--- config.mk ---
export PLATFORM = sky130hd
export DESIGN_NAME = beep_sequencer_flat
export DESIGN_NICKNAME = d
export VERILOG_FILES = /design/src/rtl/beep_sequencer_if.sv /design/src/rtl/beep_sequencer.sv /design/src/flat_wrapper.sv
export SDC_FILE = /design/constraint.sdc
export NUM_CORES = 1
export LEC_CHECK = 0
export CAP_MARGIN = 20
export CORE_UTILIZATION = 40
export CTS_CLUSTER_DIAMETER = 80
export DETAILED_ROUTE_END_ITERATION = 12
export PLACE_DENSITY = 0.59
export SLEW_MARGIN = 0
export SYNTH_ARGS = -nofsm -noshare
export SYNTH_HDL_FRONTEND = slang
export SYNTH_SLANG_ARGS = --single-unit
--- constraint.sdc ---
create_clock -name CLK -period 1.9 [get_ports CLK]
set_input_delay 0.38 -clock CLK [delete_from_list [all_inputs] [get_ports CLK]]
set_output_delay 0.38 -clock CLK [all_outputs]
set_load 0.05 [all_outputs]
--- src/rtl/beep_sequencer_if.sv ---
`default_nettype none
// ============================================================================
//  Module      : beep_sequencer_if
//  Description : Request/status bundle between an event source and the
//                beep sequencer. The master raises requests; the slave
//                (sequencer) reports busy, the speaker drive and completion.
//  Revision    : 1.0  initial release
// ============================================================================
interface beep_sequencer_if;
    logic       req;    // event request strobe
    logic [1:0] code;   // 0 none, 1 life gained, 2 life lost, 3 game over
    logic       busy;   // pattern in progress
    logic       beep;   // speaker square wave
    logic       done;   // one-clock completion pulse

    modport master (
        output req,
        output code,
        input  busy,
        input  beep,
        input  done
    );

    modport slave (
        input  req,
        input  code,
        output busy,
        output beep,
        output done
    );
endinterface
`default_nettype wire

--- src/rtl/beep_sequencer.sv ---
`default_nettype none
// ============================================================================
//  Module      : beep_sequencer
//  Description : Plays short speaker patterns for game events: a single beep,
//                a double beep (beep-gap-beep) or a continuous tone that only
//                clear can stop. Slot length and tone half-period are
//                parameters (both must be at least 1).
//  Revision    : 1.0  initial release
// ============================================================================
module beep_sequencer #(
    parameter int TONE_HALF  = 25000,
    parameter int SLOT_TICKS = 6250000
) (
    input  wire logic        CLK,
    input  wire logic        clear,
    beep_sequencer_if.slave  bus
);

    // Counter widths carry one spare bit so the terminal count never
    // sits at the top of the range.
    localparam int c_tone_w = $clog2(TONE_HALF) + 1;
    localparam int c_slot_w = $clog2(SLOT_TICKS) + 1;

    localparam logic [c_tone_w-1:0] c_tone_last = c_tone_w'(TONE_HALF - 1);
    localparam logic [c_slot_w-1:0] c_slot_last = c_slot_w'(SLOT_TICKS - 1);
    localparam logic [c_tone_w-1:0] c_tone_one  = c_tone_w'(1);
    localparam logic [c_slot_w-1:0] c_slot_one  = c_slot_w'(1);

    typedef enum logic [2:0] {
        ST_IDLE = 3'd0,
        ST_ON1  = 3'd1,
        ST_GAP  = 3'd2,
        ST_ON2  = 3'd3,
        ST_HOLD = 3'd4
    } state_t;

    state_t              state_q,  state_d;
    logic                double_q, double_d;
    logic [c_slot_w-1:0] slot_q,   slot_d;
    logic [c_tone_w-1:0] tone_q,   tone_d;
    logic                beep_q,   beep_d;
    logic                done_q,   done_d;

    logic w_slot_end;
    logic w_tone_end;
    logic w_req_pattern;
    logic w_req_hold;

    assign w_slot_end    = (slot_q == c_slot_last);
    assign w_tone_end    = (tone_q == c_tone_last);
    assign w_req_pattern = bus.req && ((bus.code == 2'd1) || (bus.code == 2'd2));
    assign w_req_hold    = bus.req && (bus.code == 2'd3);

    // Next-state, counter and output decode; every entry into a sounding
    // state starts with beep high and a fresh tone phase.
    always_comb begin
        state_d  = state_q;
        double_d = double_q;
        slot_d   = slot_q;
        tone_d   = tone_q;
        beep_d   = beep_q;
        done_d   = 1'b0;

        case (state_q)
            ST_IDLE: begin
                slot_d = '0;
                tone_d = '0;
                beep_d = 1'b0;
                if (w_req_pattern) begin
                    state_d  = ST_ON1;
                    double_d = (bus.code == 2'd2);
                    beep_d   = 1'b1;
                end else if (w_req_hold) begin
                    state_d  = ST_HOLD;
                    double_d = 1'b0;
                    beep_d   = 1'b1;
                end
            end

            ST_ON1, ST_ON2: begin
                if (w_tone_end) begin
                    tone_d = '0;
                    beep_d = ~beep_q;
                end else begin
                    tone_d = tone_q + c_tone_one;
                end
                if (w_slot_end) begin
                    slot_d = '0;
                    tone_d = '0;
                    beep_d = 1'b0;
                    if (state_q == ST_ON1 && double_q) begin
                        state_d = ST_GAP;
                    end else begin
                        state_d  = ST_IDLE;
                        double_d = 1'b0;
                        done_d   = 1'b1;
                    end
                end else begin
                    slot_d = slot_q + c_slot_one;
                end
            end

            ST_GAP: begin
                tone_d = '0;
                beep_d = 1'b0;
                if (w_slot_end) begin
                    slot_d  = '0;
                    state_d = ST_ON2;
                    beep_d  = 1'b1;
                end else begin
                    slot_d = slot_q + c_slot_one;
                end
            end

            ST_HOLD: begin
                slot_d = '0;
                if (w_tone_end) begin
                    tone_d = '0;
                    beep_d = ~beep_q;
                end else begin
                    tone_d = tone_q + c_tone_one;
                end
            end

            default: begin
                state_d  = ST_IDLE;
                double_d = 1'b0;
                slot_d   = '0;
                tone_d   = '0;
                beep_d   = 1'b0;
            end
        endcase

        // Game over preempts any finite pattern, including one that is
        // finishing this cycle, so no completion pulse escapes.
        if ((state_q == ST_ON1 || state_q == ST_GAP || state_q == ST_ON2) && w_req_hold) begin
            state_d  = ST_HOLD;
            double_d = 1'b0;
            slot_d   = '0;
            tone_d   = '0;
            beep_d   = 1'b1;
            done_d   = 1'b0;
        end
    end

    // State and counter registers; clear wins over any request.
    always_ff @(posedge CLK) begin
        if (clear) begin
            state_q  <= ST_IDLE;
            double_q <= 1'b0;
            slot_q   <= '0;
            tone_q   <= '0;
            beep_q   <= 1'b0;
            done_q   <= 1'b0;
        end else begin
            state_q  <= state_d;
            double_q <= double_d;
            slot_q   <= slot_d;
            tone_q   <= tone_d;
            beep_q   <= beep_d;
            done_q   <= done_d;
        end
    end

    assign bus.busy = (state_q != ST_IDLE);
    assign bus.beep = beep_q;
    assign bus.done = done_q;

endmodule
`default_nettype wire
--- src/flat_wrapper.sv ---
// flat-port wrapper written by rule: the top's interface ports become plain ports
module beep_sequencer_flat 
#(
    parameter int TONE_HALF  = 25000,
    parameter int SLOT_TICKS = 6250000
)
  (CLK, clear, bus_req, bus_code, bus_busy, bus_beep, bus_done);
  beep_sequencer_if bus_i ();
  input  wire logic CLK;
  input  wire logic clear;
  input wire logic [$bits(bus_i.req)-1:0] bus_req;
  input wire logic [$bits(bus_i.code)-1:0] bus_code;
  output wire logic [$bits(bus_i.busy)-1:0] bus_busy;
  output wire logic [$bits(bus_i.beep)-1:0] bus_beep;
  output wire logic [$bits(bus_i.done)-1:0] bus_done;
  assign bus_i.req = bus_req;
  assign bus_i.code = bus_code;
  assign bus_busy = bus_i.busy;
  assign bus_beep = bus_i.beep;
  assign bus_done = bus_i.done;
  beep_sequencer #(.TONE_HALF(TONE_HALF), .SLOT_TICKS(SLOT_TICKS)) u_core (.CLK(CLK), .clear(clear), .bus(bus_i));
endmodule
==> results.toml <==
[worst_setup_path]
critical-path-slowest-cell = "or4_4"
critPathCaptureType = "flop"
cp.required_ns = 2.07
timing.critical_path.fanout_max = 8
worst_ep_arrival_time_ns = 2.09
critPathTopFamily = "simple AND/OR/NAND/NOR gates"
worst-path-stages = 5
startpoint_type = "flop"
crit_type = "reg2reg"
r2r_cells = 5
worstPathBufferInverterCount = 0
cp_cell_sequence = "or4b_4 > or4_4 > nor2b_4 > o211ai_4 > nor2_1"
critPathMaxStageDelay_ns = 0.54

[global_route]
vias_in_the_first_global_route = 1475
maximum_number_of_pins_on_one_net_before_global_route_repair = 24
grt_util_all_layers = 0.159
grt.overflow.total = 0
grt_pass1_wl_um = 6710
antenna_found_initial = 0

[drt]
via_count = 1751
vias_per_cell = 4.92
ant_nets = 0
remaining_design_rule_violation_count = 0
drt-pass1-iter-count = 4
drt_first_iter_violations = 62
wirelength_um = 4170
detail_route.wl_per_cell_um = 11.7

[finish]
syn_to_final_growth_pct = 24.9
finalNetCount = 295
layout.filler_cells = 504
most_common_library_cell_in_the_layout_ignoring_fill_and_taps = "nor2_1"
final_cell_mix = "nor2_1, dfxtp_1, buf_4, xor2_1, nand2_1"
multi_input_area_um2 = 1190
layout-drive-gt1-share = 0.224
final-instance-count-excl-fill = 356
antenna_cells = 0
register_area_um2 = 927

[placement]
dp_cells = 345
place_ws_ns = -0.122
post-dp-hpwl_um = 2920
place_congestion = 0.747
placement.io_buffers = 7

[synthesis]
synthesized_nets = 253
biggest_area_consumer_among_synthesized_cells = "dfxtp_1"
netlist_instances = 244
yosysWarnings = 0
mean_area_per_synthesized_cell_um2 = 8.76
summed_instance_area_of_the_synthesized_netlist_um2 = 2140
synth_seq_cells = 46
synth_area_leaders = "dfxtp_1, xor2_1, nor2_1"
synth_sequential_area_ratio = 0.431
ys_types = 37
post_synth_top_area_share = 0.431

[job]
max_cap_violations = 0

[cts]
postCtsHoldBufs = 0
clockBufferDepth = 2
cts_buffer_count = 5
cts.sink_count = 46
cts_tree = "done"
clock_tree.root_cell = "clkbuf_8"
htree_num_levels = 2
skew_pair_late_insertion_delay_ns = 0.29
path_clk_slew_ns = 0.07

[hold_path]
worstHoldPathCells = 1
hold_path_class = "reg2reg"

[floorplan]
fp.dieArea_um2 = 5640
die_y_um = 75.1
initial_utilization = 0.416
rows = 26
die_x_um = 75.1
io_pins = 8
core_region_area_um2 = 5140

[sta]
timing.clock.skew_ns = 0.00550
timing.final.max_slew_violations = 0
totalNegativeSetupSlack_ns = -0.0454
final_setup_margin_ns = -0.0169
grt_setup_unrepaired = "true"
min_period_over_period = 1.01
setup_viol = 4
finalHoldWorstSlack_ns = 0.454
finalWorstPathRequiredPeriod_ns = 1.92
slew-limit-headroom = 0.628
max_freq_mhz = 522
report.final.hold_viol_count = 0
tightestPinTransition_ns = 0.557

[power_and_ir_drop]
leak_pwr_uw = 0.00101
power.ir.vdd_worst_uv = 295
cellPowerDensity_nw_per_um2 = 624
total_power_uw = 1670

[status]
outcome = "complete, but fails checks"
violated_checks = "negative setup slack"
## metal layers
layer / routed length, um / vias up / track usage
li1: - / 912 / -
met1: 2100 / 817 / 0.212
met2: 1890 / 16 / 0.242
met3: 120 / 6 / 0.0455
met4: 66 / 0 / 0.0629
met5: 0 / - / 0
## registers in the layout (all words and copies together) (netlist names)
| signal | cells |
|---|---|
| u_core.state_q | 3 |
| u_core.tone_q | 16 |
| u_core.slot_q | 24 |
| u_core.bus.beep | 1 |
| u_core.bus.done | 1 |
| u_core.double_q | 1 |
## worst register-to-register path, cell delays in order, from the launching register on
cell      delay, ns
dfxtp_2        0.32
or4b_4         0.53
or4_4          0.54
nor2b_4        0.16
o211ai_4       0.16
nor2_1         0.09
## power by group
part / total, uW / switching (uW) / internal [uW] / leakage, uW
combinational: 129 / 74.8 / 53.8 / 0.000598
sequential: 981 / 8.98 / 972 / 0.000374
clock: 556 / 303 / 254 / 0.0000383
## layout make-up
cell class / count / area share
clock buffer: 7 / 0.0286
inverter: 5 / 0.00703
multi-input combinational: 182 / 0.444
sequential: 46 / 0.347
tap: 70 / 0.0328
timing repair buffer: 46 / 0.140
## metrics by stage
step / utilization / cell area (um2)
2_1_floorplan: - / 2150
3_3_place_gp: 0.490 / 2520
3_5_place_dp: 0.490 / 2520
4_1_cts: 0.510 / 2620
5_1_grt: 0.519 / 2670
6_report: 0.519 / 2670
## cells in the mapped netlist (all sizes together)
cell type  count
a211oi         2
a21boi         1
a21oi          2
a31o           1
a31oi          1
and3          14
and4           4
buf            5
clkbuf         7
dfxtp         46
ha             4
inv            5
mux2i          1
nand2         18
nand2b         1
nand3         14
nand4          7
nand4b         1
nor2          44
nor2b          3
nor3           8
nor3b          2
nor4           2
nor4b          3
o211ai         3
o21ai          2
or3            3
or4            2
or4b           1
xnor2         14
xor2          23
## cells by family (layout without fill, tap and decap cells)
logic type | Yosys count | after routing | synth area share
compound gates | 12 | 13 | 0.0439
mux | 1 | 1 | 0.00468
flops | 46 | 46 | 0.431
buf+inv | 17 | 58 | 0.0375
xor+xnor | 37 | 37 | 0.152
fa+ha+maj | 4 | 4 | 0.0234
simple gates | 127 | 127 | 0.308
## repair_timing
item,CTS,global route
setup buffers,0,3
gates resized for setup,3,7
cloned,1,0
pin swaps,6,14
setup endpoints to repair,15,24
## path summary, 6_finish.rpt
kind | start | end | slack [ns]
max | u_core.tone_q[4]$_SDFF_PP0_ | u_core.tone_q[4]$_SDFF_PP0_ | -0.02
min | u_core.tone_q[0]$_SDFF_PP0_ | u_core.tone_q[0]$_SDFF_PP0_ | 0.45
max reg2reg | u_core.tone_q[4]$_SDFF_PP0_ | u_core.tone_q[4]$_SDFF_PP0_ | -0.02
min reg2reg | u_core.tone_q[0]$_SDFF_PP0_ | u_core.tone_q[0]$_SDFF_PP0_ | 0.45
Power figures use the tool's default switching activity.
